--- src/rtl/servo_pwm_multi.sv ---
// Multi-channel servo PWM generator: one shared frame counter, per-channel target and active
// pulse widths. Active widths follow targets only at frame boundaries, keeping pulses glitch-free.
module servo_pwm_multi #(
    parameter int unsigned N_CH       = 4,
    parameter int unsigned CW         = 20,
    parameter int unsigned PERIOD     = 1_000_000,
    parameter int unsigned PULSE_MIN  = 25_000,
    parameter int unsigned PULSE_MAX  = 125_000,
    parameter int unsigned PULSE_INIT = 75_000,
    parameter int unsigned STEP       = 10_000,
    parameter int unsigned SLEW       = 0,
    localparam int unsigned SW        = (N_CH > 1) ? $clog2(N_CH) : 1
) (
    input  logic            clk,
    input  logic            rst,
    input  logic [N_CH-1:0] enable,
    input  logic [SW-1:0]   sel,
    input  logic            inc,
    input  logic            dec,
    input  logic            wr_en,
    input  logic [CW-1:0]   wr_data,
    output logic [N_CH-1:0] pwm,
    output logic            frame_start,
    output logic            busy,
    output logic [CW-1:0]   rd_width
);

    localparam logic [CW:0]   MIN_W  = (CW + 1)'(PULSE_MIN);
    localparam logic [CW:0]   MAX_W  = (CW + 1)'(PULSE_MAX);
    localparam logic [CW:0]   STEP_W = (CW + 1)'(STEP);
    localparam logic [CW:0]   SLEW_W = (CW + 1)'(SLEW);
    localparam logic [CW-1:0] INIT_V = CW'(PULSE_INIT);
    localparam logic [CW-1:0] LAST   = CW'(PERIOD - 1);

    logic [CW-1:0] count_q;
    logic [CW-1:0] target_q [N_CH];
    logic [CW-1:0] target_d [N_CH];
    logic [CW-1:0] active_q [N_CH];
    logic [CW-1:0] active_d [N_CH];
    logic [N_CH-1:0] sel_hit;
    logic [CW:0]   cur_t, wr_clamp, inc_sum, inc_val, dec_val, new_t;
    logic          frame_end, strobe, busy_d;
    logic [CW-1:0] rd_d;

    assign frame_end = (count_q == LAST);
    assign strobe    = wr_en | inc | dec;

    // Next target for the selected channel; CW+1 bits so saturation never wraps.
    always_comb begin
        cur_t = '0;
        for (int i = 0; i < N_CH; i++) begin
            sel_hit[i] = (sel == SW'(i));
            if (sel_hit[i]) cur_t = {1'b0, target_q[i]};
        end
        if ({1'b0, wr_data} < MIN_W)      wr_clamp = MIN_W;
        else if ({1'b0, wr_data} > MAX_W) wr_clamp = MAX_W;
        else                              wr_clamp = {1'b0, wr_data};
        inc_sum = cur_t + STEP_W;
        inc_val = (inc_sum > MAX_W) ? MAX_W : inc_sum;
        dec_val = (cur_t < MIN_W + STEP_W) ? MIN_W : cur_t - STEP_W;
        if (wr_en)    new_t = wr_clamp;
        else if (inc) new_t = inc_val;
        else          new_t = dec_val;
    end

    // Active widths move at the frame end and see a target written on that same cycle.
    always_comb begin
        logic [CW:0] a, t, diff;
        busy_d = 1'b0;
        rd_d   = '0;
        for (int i = 0; i < N_CH; i++) begin
            target_d[i] = (sel_hit[i] && strobe) ? new_t[CW-1:0] : target_q[i];
            a = {1'b0, active_q[i]};
            t = {1'b0, target_d[i]};
            if (SLEW == 0) begin
                diff = '0;
                active_d[i] = target_d[i];
            end else if (t > a) begin
                diff = ((t - a) > SLEW_W) ? SLEW_W : t - a;
                active_d[i] = CW'(a + diff);
            end else begin
                diff = ((a - t) > SLEW_W) ? SLEW_W : a - t;
                active_d[i] = CW'(a - diff);
            end
            if (!frame_end) active_d[i] = active_q[i];
            busy_d = busy_d | (active_q[i] != target_q[i]);
            if (sel_hit[i]) rd_d = active_q[i];
        end
    end

    always_ff @(posedge clk or posedge rst) begin
        if (rst) begin
            count_q     <= '0;
            pwm         <= '0;
            frame_start <= 1'b0;
            busy        <= 1'b0;
            rd_width    <= '0;
            for (int i = 0; i < N_CH; i++) begin
                target_q[i] <= INIT_V;
                active_q[i] <= INIT_V;
            end
        end else begin
            count_q     <= frame_end ? '0 : count_q + 1'b1;
            frame_start <= (count_q == '0);
            busy        <= busy_d;
            rd_width    <= rd_d;
            for (int i = 0; i < N_CH; i++) begin
                pwm[i]      <= enable[i] && (count_q < active_q[i]);
                target_q[i] <= target_d[i];
                active_q[i] <= active_d[i];
            end
        end
    end

endmodule

--- config.mk ---
export PLATFORM = sky130hd
export DESIGN_NAME = servo_pwm_multi
export DESIGN_NICKNAME = d
export VERILOG_FILES = /design/src/rtl/servo_pwm_multi.sv
export SDC_FILE = /design/constraint.sdc
export NUM_CORES = 1
export LEC_CHECK = 0
export ABC_AREA = 1
export CORE_UTILIZATION = 47
export CTS_CLUSTER_SIZE = 20
export DETAILED_ROUTE_END_ITERATION = 8
export GPL_TIMING_DRIVEN = 0
export PLACE_DENSITY = 0.64
export SLEW_MARGIN = 30
export SYNTH_ARGS = -nofsm -noshare
export SYNTH_HDL_FRONTEND = slang
export SYNTH_SLANG_ARGS = --single-unit
--- constraint.sdc ---
create_clock -name clk -period 15.05 [get_ports clk]
set_clock_uncertainty 0.2 [all_clocks]
set_input_delay 3.7625 -clock clk [delete_from_list [all_inputs] [get_ports clk]]
set_output_delay 3.7625 -clock clk [all_outputs]
set_load 0.01 [all_outputs]
==> results.md <==
* Startpoint types: input port
* GRT met2 Usage at 0.5583
* CTS tree: built
* Vias/cell at 5.792
* Met3 Use GR at 0.06970
* # hold bufs at CTS at 0
* Synth top area share at 0.2591
* Placer Congestion at 1.008
* Num CTS Buffers at 24
* Placed wire-length estimate at 40280 um
* Max Fclk at 141.5 MHz
* Combinational fraction of design power at 0.228
* Total die area at 29870 sq um
* Sw Ratio at 0.3237
* Die width at 172.8 um
* Worst Path Arrival at 7340 ps
* Worst reg2reg setup slack at 11450 ps
* Initial antenna violation count at 0
* Multi-input gate area at 7435 sq um
* Post-layout net count at 1965
* Cell family with most CP delay: simple AND/OR/NAND/NOR gates
* Worst path buffer plus inverter count at 3
* Min Tclk post-route at 7069 ps
* Share of cells above drive strength 1 at 0.1203
* Core Region at 28700 sq um
* Post-synth cell types at 53
* Sequential share of the synthesized area at 0.3817
* Worst R2R End: active_q[28]
* Io pins at 57
* DRC at 0
* Final hold vios at 0
* Synth area leader: dfrtp_1
* Most used DFF post-synth: dfrtp_1
* #FFs+latches synth at 206
* First DRT Iteration DRCs at 1223
* Max cap viols at 0
* Die H at 172.8 um
* Post-CTS Repair Setup Buffers at 0
* Worst path max stage delay at 560 ps
* Slew headroom at 0.3821
* Finished Layout Cells at 2254
* Post-synth EDFFs at 0
* Pre-Repair DR Iteration Count at 7
* Setup violators final at 0
* Most frequent cells in the layout: nand2_1, inv_1, nand3_1
* Max clock buf depth at 3
* Most common cell after layout, fill and taps aside: nand2_1
* Switching pwr at 0.5310 mW
* Net Count, Synth at 1882
* Maximum number of pins on one net before global-route repair at 74
* R2r worst-path depth at 9
* Slowest CP cell: clkdlybuf4s50_1
* Area contributors post-synth: dfrtp_1, dfstp_2, nand2_1
* Data required time at the worst endpoint at 15320 ps
* Worst setup EP type: flop
* Vias in the first global route at 12590
* Cell Int Power at 1.109 mW
* Seq. cell area at 5235 sq um
* R2r startpoint: count_q[1]
* # fillers at 2817
* Root buf cell: clkbuf_16
* Area Growth Syn to Fin at 13.98%
* Clk network pwr share at 0.375
* Remaining Overflow, GRT at 0
* Pins Over Slew Limit at 0
* Placed insts at 2211
* Drt total wl at 51470 um
* Status: finished clean
* Clk_lat worst skew at 540 ps
* Critical path origin: sel[1]
* Final Core Density at 0.5447
* Syn Inst Count at 1770
* Post-route ant nets at 0
* Kind of critical path: in2reg
* Post-DR wirelength/cell at 22.84 um
* Final worst-path cycle share at 0.4697
* Met1 Use GR at 0.4425
* # rows at 62
* PD cells at 104.9 nW/um^2
* Hold Crit Class: reg2reg
* Avg Synthesized Cell Area at 7.749 sq um
* Sequential share of power at 0.398
* Crit path cell chain: clkdlybuf4s50_1 -> nor2_2 -> buf_6 -> nand2_1 -> nand3_1 -> nand2_2 -> ha_1 -> nand3_1 -> nand2_2 -> nand2_2 -> nand2_2 -> nand2_1 -> nand2_1 -> inv_2 -> nand2_1 -> nor2_2 -> nand2_2 -> nand2_4 -> nand2_8 -> nand3_2 -> nand2_2 -> nand2_1 -> nand3_1 -> nand2_1
* Setup_tns at 0 ps
* Ys Warns at 0
* Global routing's busiest layer: met2
* Post-CTS Resized at 0
* VDD IR-drop max at 0.08076 mV
* Critical path depth at 24
* Clock transition at path regs at 60 ps
* Starting Density at 0.4779
* P_leak at 7.796 nW
* Vias at 13060
* RSZ-0062 raised after global routing: false
* Least-Margin Pin Slew at 926.9 ps
* IO Port Bufs at 55
* Ant. Diodes at 0
* Clk sinks at 206
* Async SR Flop Fraction at 1.000
* CP endpoint: active_q[36]
* H-Tree Depth at 1
* First-pass GRT wire length at 77280 um
* CP Max Fanout at 10
* Mapped Area at 13720 sq um
* GRT Total Usage at 0.3462
## registers in the layout, summed over array words and instances, names as in the netlist
name         count
active_q        80
busy             1
count_q         20
frame_start      1
pwm              4
rd_width        20
target_q        80
## metal layers
metal  part of all wire  routed length [um]
met1               0.41               20860
met2               0.45               23370
met3              0.087                4477
met4              0.054                2765
met5                  0                   0
## tightest hold or removal path, stage by stage (launching register included)
cell     delay [ps]
dfstp_2         370
nand2_1          50
nand2_1          50
## synthesized netlist by cell type (25+ instances only)
master	n
a21oi_1	65
and2_1	35
clkbuf_1	39
dfrtp_1	142
dfstp_2	64
ha_1	81
inv_1	198
nand2_1	443
nand2_2	26
nand3_1	166
nand4_1	31
nor2_1	66
nor3_1	28
nor4_1	25
o21ai_0	57
o22ai_1	32
or2_2	35
xor2_1	65
## cells by family after synthesis
logic type / after synthesis / share of synthesized area
and+or+nand+nor: 892 / 0.3085
buffers and inverters: 265 / 0.07663
AOI/OAI and AO/OA: 250 / 0.1107
DFF: 206 / 0.3817
adders and majority gates: 81 / 0.07389
xor gates and xnor gates: 76 / 0.04853
## worst min-delay path by stage
stage,start,to,slack (ps),depth (start not counted)
floorplan,active_q[46],active_q[46],250,2
global placement,active_q[53],active_q[53],250,2
detailed placement,active_q[53],active_q[53],260,2
CTS,active_q[53],active_q[53],270,2
global route,active_q[53],active_q[53],280,2
finish,active_q[53],active_q[53],270,2
## layout make-up
cell class	count	share of cell area
well taps	384	0.03073
repair buffers	57	0.03874
clock inverters	5	0.004802
flip-flops and latches	206	0.3349
inverters	212	0.05138
clock buffers	38	0.04762
multi-input cells	1299	0.4756
plain buffers	53	0.01633
## metrics by stage
step	power [mW]	cell area (sq um)	setup WS (ps)	hold WS, ps
6_report	1.640	15630	7981	272.8
2_1_floorplan	0.8924	13720	5569	248.1
5_1_grt	1.698	15630	7784	279.6
3_3_place_gp	1.017	14750	2630	254.3
3_5_place_dp	1.022	14810	7479	262.7
4_1_cts	1.630	15630	8009	272.9
## power groups by stage
| stage | logic [mW] | clock network (mW) | registers (mW) |
|---|---|---|---|
| 6_report | 0.373 | 0.615 | 0.652 |
| 5_1_grt | 0.404 | 0.638 | 0.656 |
| 4_1_cts | 0.365 | 0.615 | 0.650 |
| 3_5_place_dp | 0.363 | 0 | 0.659 |
| 3_3_place_gp | 0.359 | 0 | 0.657 |
| 2_1_floorplan | 0.243 | 0 | 0.649 |
(Power assumes the default switching activity.)
